File: src/rtl/seq_decoder.sv
// Registered N-to-M line decoder with three-input enable gating, selectable
// polarity and a scan mode that strobes each line for SCAN_DIV cycles.
module seq_decoder #(
    parameter int SEL_W      = 3,
    parameter int OUT_N      = 8,
    parameter bit ACTIVE_LOW = 1'b1,
    parameter int SCAN_DIV   = 4
) (
    input  logic             clk,
    input  logic             rst,
    input  logic [SEL_W-1:0] sel,
    input  logic [2:0]       en,
    input  logic             mode,
    input  logic             load,
    output logic [OUT_N-1:0] out,
    output logic [SEL_W-1:0] idx,
    output logic             wrap
);

    localparam int               CNT_W    = (SCAN_DIV > 1) ? $clog2(SCAN_DIV) : 1;
    localparam logic [CNT_W-1:0] CNT_MAX  = CNT_W'(SCAN_DIV - 1);
    localparam logic [SEL_W-1:0] IDX_MAX  = SEL_W'(OUT_N - 1);
    localparam logic [OUT_N-1:0] INACTIVE = ACTIVE_LOW ? '1 : '0;

    logic [OUT_N-1:0] out_q, out_d;
    logic [SEL_W-1:0] idx_q, idx_d;
    logic [CNT_W-1:0] cnt_q, cnt_d;
    logic             wrap_q, wrap_d;
    logic             mode_q;
    logic             ena;
    logic             sel_ok;

    function automatic logic [OUT_N-1:0] line(input logic [SEL_W-1:0] code);
        logic [OUT_N-1:0] v;
        for (int k = 0; k < OUT_N; k++) begin
            v[k] = (code == SEL_W'(k));
        end
        return ACTIVE_LOW ? ~v : v;
    endfunction

    assign ena    = en[0] & ~en[1] & ~en[2];
    assign sel_ok = (32'(sel) < 32'(OUT_N));

    always_ff @(posedge clk) begin
        if (rst) begin
            out_q  <= INACTIVE;
            idx_q  <= '0;
            cnt_q  <= '0;
            wrap_q <= 1'b0;
            // Treat reset as already in scan so a scan from reset counts from its first edge.
            mode_q <= 1'b1;
        end else begin
            out_q  <= out_d;
            idx_q  <= idx_d;
            cnt_q  <= cnt_d;
            wrap_q <= wrap_d;
            mode_q <= mode;
        end
    end

    always_comb begin
        out_d  = INACTIVE;
        idx_d  = idx_q;
        cnt_d  = cnt_q;
        wrap_d = 1'b0;
        if (!mode) begin
            if (ena && sel_ok) begin
                out_d = line(sel);
            end
        end else if (load) begin
            idx_d = sel_ok ? sel : '0;
            cnt_d = '0;
            if (ena) begin
                out_d = line(idx_d);
            end
        end else if (!mode_q) begin
            // Entering scan: restart the dwell so the held line gets a full period.
            cnt_d = '0;
            if (ena) begin
                out_d = line(idx_q);
            end
        end else if (ena) begin
            if (cnt_q == CNT_MAX) begin
                cnt_d = '0;
                if (idx_q == IDX_MAX) begin
                    idx_d  = '0;
                    wrap_d = 1'b1;
                end else begin
                    idx_d = idx_q + 1'b1;
                end
            end else begin
                cnt_d = cnt_q + 1'b1;
            end
            out_d = line(idx_d);
        end
    end

    assign out  = out_q;
    assign idx  = idx_q;
    assign wrap = wrap_q;

endmodule

File: config.mk
export PLATFORM = sky130hd
export DESIGN_NAME = seq_decoder
export DESIGN_NICKNAME = d
export VERILOG_FILES = /design/src/rtl/seq_decoder.sv
export SDC_FILE = /design/constraint.sdc
export NUM_CORES = 1
export LEC_CHECK = 0
export CORE_AREA = 3 3 66 68
export CTS_BUF_LIST = sky130_fd_sc_hd__clkbuf_4 sky130_fd_sc_hd__clkbuf_8
export DETAILED_ROUTE_END_ITERATION = 8
export DIE_AREA = 0 0 69 71
export PLACE_DENSITY = 0.56
export RECOVER_POWER = 50
export SLEW_MARGIN = 15
export SYNTH_ARGS = -nofsm -noshare
export SYNTH_HDL_FRONTEND = slang
export SYNTH_SLANG_ARGS = --single-unit
export TNS_END_PERCENT = 30
File: constraint.sdc
create_clock -name clk -period 2 [get_ports clk]
set_input_delay 0.3 -clock clk [delete_from_list [all_inputs] [get_ports clk]]
set_output_delay 0.3 -clock clk [all_outputs]
set_load 0.005 [all_outputs]
==> flow_metrics.tcl, run 1 <==
set metrics [dict create \
    status "finished, final reports clean" \
    arrival_ns 2.01 \
    vias_per_cell 4.92 \
    synth_cells 106 \
    cts-buffers-inserted 3 \
    synth_top_area_share 0.318 \
    ys_top_cells_by_area "dfxtp_1 32%, ha_1 9.3%, mux2i_1 4.2%" \
    netlist_area_um2 945 \
    yosysWarnings 0 \
    gp_congestion 0.844 \
    firstDrtPassIters 5 \
    port_buffers 21 \
    io-pin-count 22 \
    yosysMostFrequentCell "dfxtp_1" \
    cts_max_path_buffers 2 \
    peakVddDrop_mv 0.175 \
    synth_top_area_cell "dfxtp_1" \
    combPwrFrac 0.178 \
    grt_pass1_wl_mm 3.88 \
    async_reset_ff_frac 0 \
    die-area_um2 4900 \
    insertion_delay_ns 0.25 \
    syn_avg_cell_area_um2 8.91 \
    max-cap-violations 0 \
    critPathKind "register to register" \
    start_util 0.241 \
    ctsRootBufferMaster "clkbuf_8" \
    cts_hold_buffers 0 \
    worstMarginPinSlew_ns 0.473 \
    cp-end-kind "register" \
    fin_util 0.321 \
    hold_violations 0 \
    p_leak_uw 0.000476 \
    antenna_found_initial 0 \
    drive_above_1_share 0.130 \
    post_cts_buffers 0 \
    grt_max_degree 11 \
    hold_class "register to register" \
    mappedNetlistNets 123 \
    drc 0 \
    fin_crit_sh 0.911 \
    die_x_um 69 \
    seqPwrFrac 0.458 \
    grt_overflow_total 0 \
    yosysUniqueCellTypes 42 \
    grtUsageTotal 0.0996 \
    internal-power_uw 501 \
    grt_pass1_vias 860 \
    swShare 0.264 \
    switching_power_uw 180 \
    drtIter0Drc 40 \
    cts_resized 0 \
    synth-seq-area-share 0.318 \
    power_frac_clock 0.364 \
    cts_tree "yes" \
    critPathSlowestCell "dfxtp_1" \
    slew-limit-headroom 0.681 \
    worstPathCellList "inv_1, ha_1, and2_1, o21ai_0, o221ai_1, nand3_1" \
    wl_mm 2.32 \
    rsz0062_at_grt "false" \
    clkSinkCount 15 \
    ys.flop_type "dfxtp_1" \
    htreeDepth 1 \
    powerDensity_nw_per_um2 542 \
    dp_hpwl_mm 1.82 \
    setup_tns_ns 0 \
    startpoint_type "register" \
    synth-edff-count 0 \
    worst-path-buf-inv 1 \
    fmaxAchievable_mhz 549 \
    rows 23 \
    chipHeight_um 71 \
    setup_viol 0 \
    diodes 0 \
    synth_commonest_cells "15 x dfxtp_1, 7 x a21oi_1, 7 x ha_1, 7 x inv_1" \
    num-nets-final 149 \
    finalClockSkew_ns 0.00167 \
    clkSlewWorstSetupHoldPaths_ns 0.06 \
    wl_per_cell_um 12.8 \
    crit_required_ns 2.19 \
    crit_fanout 6 \
    syn_to_final_growth_pct 33.0 \
    fp.coreArea_um2 3910 \
    period_minus_slack_ns 1.82 \
    worst_path_dominant_cell_family "compound AO/OA/AOI/OAI gates" \
    vias 890 \
    drt.antenna.violating_nets 0 \
    slowest_delay_ns 0.44 \
    synth_seq_cells 15 \
    report.final.slew_viol_count 0 \
]
-- kinds of logic after synthesis --
family	after synthesis	synth area share
buf+inv	12	0.0556
flops	15	0.318
simple gates	34	0.242
compound gates	33	0.237
mux	5	0.0543
fa+ha+maj	7	0.0927
-- final timing paths --
path	slack (ns)	depth (start not counted)	start	end
setup / recovery	0.18	6	idx[2]$_SDFFE_PP0P_	out[3]$_SDFF_PP1_
hold / removal	0.50	1	cnt_q[1]$_SDFFE_PP0P_	cnt_q[1]$_SDFFE_PP0P_
hold reg to reg	0.50	1	cnt_q[1]$_SDFFE_PP0P_	cnt_q[1]$_SDFFE_PP0P_
setup reg to reg	0.18	6	idx[2]$_SDFFE_PP0P_	out[3]$_SDFF_PP1_
-- power by group through the flow --
stage / registers [µW] / logic (µW) / clock network, µW
finish: 312 / 121 / 248
floorplan: 320 / 67.4 / 0
global placement: 318 / 121 / 0
detailed placement: 318 / 124 / 0
global route: 312 / 134 / 274
CTS: 312 / 124 / 258
-- per-stage QoR --
step	std cells	total power [µW]	hold WS (ns)	setup slack [ns]	instance area (µm²)
after floorplan	106	388	0.362	0.180	945
after global placement	177	439	0.470	0.255	1220
after detailed placement	177	442	0.496	0.226	1220
after CTS	181	694	0.516	0.212	1270
after global routing	181	720	0.530	0.0692	1260
final	181	681	0.498	0.178	1260
-- area by class of cell --
class	instances	area [µm²]
Clock buffer	3	41.3
Clock inverter	1	5.00
Fill cell	433	2660
Inverter	8	30.0
Multi-Input combinational cell	79	577
Sequential cell	15	300
Tap cell	50	62.6
Timing Repair Buffer	25	240
-- layout by cell type (no fill, tap or decap), types with 2 or more instances in the layout --
cell and n:
and3_1 2, inv_1 7, nand2b_1 3, nand3b_1 3, dlygate4sd3_1 10, o21ai_1 4
nand3_1 5, o31ai_1 2, clkbuf_8 3, nor3b_1 2, mux2i_1 4, nor3_1 3
o211ai_1 3, nor2b_1 2, nand2_1 4, o21ai_0 5, clkdlybuf4s50_1 11, a211oi_1 2
dfxtp_1 15, ha_1 7, buf_4 4, a21oi_1 7
-- flip-flops by register name (all words and copies together) (netlist names) --
name	count
cnt_q	2
idx	3
mode_q	1
out	8
wrap	1
-- layer usage --
metal / vias to the layer above / track usage / part of all wire
li1: 444 / - / -
met1: 409 / 0.112 / 0.44
met2: 27 / 0.167 / 0.48
met3: 10 / 0.0327 / 0.052
met4: 0 / 0.0521 / 0.024
met5: - / 0 / 0
Power figures use the tool's default switching activity.
==> run 2: changes to the inputs <==
--- a/config.mk
+++ b/config.mk
@@ -5,11 +5,11 @@
 export SDC_FILE = /design/constraint.sdc
 export NUM_CORES = 1
 export LEC_CHECK = 0
-export CORE_AREA = 3 3 66 68
+export CORE_AREA = 3 3 48 50
 export CTS_BUF_LIST = sky130_fd_sc_hd__clkbuf_4 sky130_fd_sc_hd__clkbuf_8
 export DETAILED_ROUTE_END_ITERATION = 8
-export DIE_AREA = 0 0 69 71
-export PLACE_DENSITY = 0.56
+export DIE_AREA = 0 0 51 53
+export PLACE_DENSITY = 0.88
 export RECOVER_POWER = 50
 export SLEW_MARGIN = 15
 export SYNTH_ARGS = -nofsm -noshare
==> flow_metrics.tcl, run 2 (same netlist as run 1, synthesis figures left out) <==
set metrics [dict create \
    setup_viol 0 \
    rsz0062_at_grt "false" \
    whs_path_depth 1 \
    antenna_found_initial 0 \
    worstRegToRegCells 6 \
    hold_class "register to register" \
    drive_above_1_share 0.130 \
    placed_area_um2 1200 \
    cts_hold_buffers 0 \
    post_cts_buffers 0 \
    grt_max_degree 11 \
    fp.coreArea_um2 1940 \
    insertion_delay_ns 0.30 \
    drtIter0Drc 13 \
    start_util 0.486 \
    io-pin-count 22 \
    chipHeight_um 53 \
    fmaxAchievable_mhz 541 \
    vias 890 \
    finalClockSkew_ns 0.00640 \
    grtUsageTotal 0.179 \
    drt.antenna.violating_nets 0 \
    vias_per_cell 5.63 \
    hold_violations 0 \
    dp_cells 154 \
    die_x_um 51 \
    post-route-worst-setup-slack_ns 0.152 \
    report.final.slew_viol_count 0 \
    syn_to_final_growth_pct 27.9 \
    layout.cells.non_filler 158 \
    worstMarginPinSlew_ns 0.501 \
    grt_pass1_wl_mm 3.55 \
    postLayoutCellArea_um2 1210 \
    r2r_slack_ns 0.15 \
    crit_required_ns 2.24 \
    final_cell_mix "15 x dfxtp_1, 11 x clkdlybuf4s50_1, 10 x dlygate4sd3_1" \
    clkSlewWorstSetupHoldPaths_ns 0.10 \
    powerDensity_nw_per_um2 509 \
    p_leak_uw 0.000469 \
    grt_pass1_vias 842 \
    multi_input_area_um2 577 \
    drc 0 \
    wl_per_cell_um 13.9 \
    gp_congestion 0.868 \
    cts_resized 0 \
    fin_util 0.622 \
    peakVddDrop_mv 0.457 \
    port_buffers 21 \
    clkSinkCount 15 \
    diodes 0 \
    firstDrtPassIters 5 \
    dp_hpwl_mm 1.77 \
    cp-end-kind "register" \
    htreeDepth 1 \
    num-nets-final 149 \
    die-area_um2 2700 \
    fillers 171 \
    wl_mm 2.20 \
    rows 16 \
    crit_fanout 6 \
    largest_reg_flops 8 \
    setup_tns_ns 0 \
    dp_slack_ns 0.212 \
    cts_tree "yes" \
    ctsRootBufferMaster "clkbuf_4" \
    register_area_um2 300 \
    slew-limit-headroom 0.662 \
    fin_crit_sh 0.924 \
    grt_overflow_total 0 \
    critPathKind "register to register" \
    cts_max_path_buffers 2 \
    cts-buffers-inserted 3 \
    period_minus_slack_ns 1.85 \
    arrival_ns 2.09 \
    final_common_cell "dfxtp_1" \
    status "finished, final reports clean" \
    startpoint_type "register" \
    max-cap-violations 0 \
]
==> run 2: cell counts in the layout (fill, tap and decap cells not counted) <==
No cell type changed its count.
==> run 2: metrics by stage <==
stage | total power, µW | hold WS (ns)
final | 615 | 0.497
after detailed placement | 441 | 0.473
after global placement | 436 | 0.468
after floorplan | 388 | 0.362
after CTS | 621 | 0.499
after global routing | 644 | 0.531
==> run 2: worst max-delay path: stages, from the launching register on <==
cell and delay, ns:
dfxtp_1 0.45, inv_1 0.10, ha_1 0.29, and2_1 0.17
o21ai_0 0.42, o221ai_1 0.24, nand3_1 0.12
==> run 2: worst paths after layout <==
check                                to                   from
setup / recovery      out[3]$_SDFF_PP1_    idx[2]$_SDFFE_PP0P_
hold / removal    cnt_q[1]$_SDFFE_PP0P_  cnt_q[1]$_SDFFE_PP0P_
setup reg to reg      out[3]$_SDFF_PP1_    idx[2]$_SDFFE_PP0P_
hold reg to reg   cnt_q[1]$_SDFFE_PP0P_  cnt_q[1]$_SDFFE_PP0P_
==> run 2: per-layer routing <==
| metal | global-route usage | part of all wire | up-vias | wire [µm] |
|---|---|---|---|---|
| met5 | 0 | 0 | - | 0 |
| met2 | 0.341 | 0.53 | 30 | 1160 |
| met1 | 0.170 | 0.40 | 415 | 879 |
| li1 | - | - | 439 | - |
| met4 | 0.117 | 0.030 | 0 | 66 |
| met3 | 0.0394 | 0.042 | 6 | 93 |
==> run 2: area by class of cell <==
cell class,instances,area share
well taps,27,0.0280
multi-input cells,79,0.477
clock buffers,3,0.0186
flip-flops and latches,15,0.248
inverters,8,0.0248
clock inverters,1,0.00414
repair buffers,25,0.199
==> run 2: report_power, final <==
| group | switching, µW | internal [µW] | total (µW) |
|---|---|---|---|
| Clock | 109 | 74.6 | 183 |
| Combinational | 62.6 | 57.8 | 120 |
| Sequential | 6.24 | 305 | 311 |
| Total | 177 | 437 | 615 |
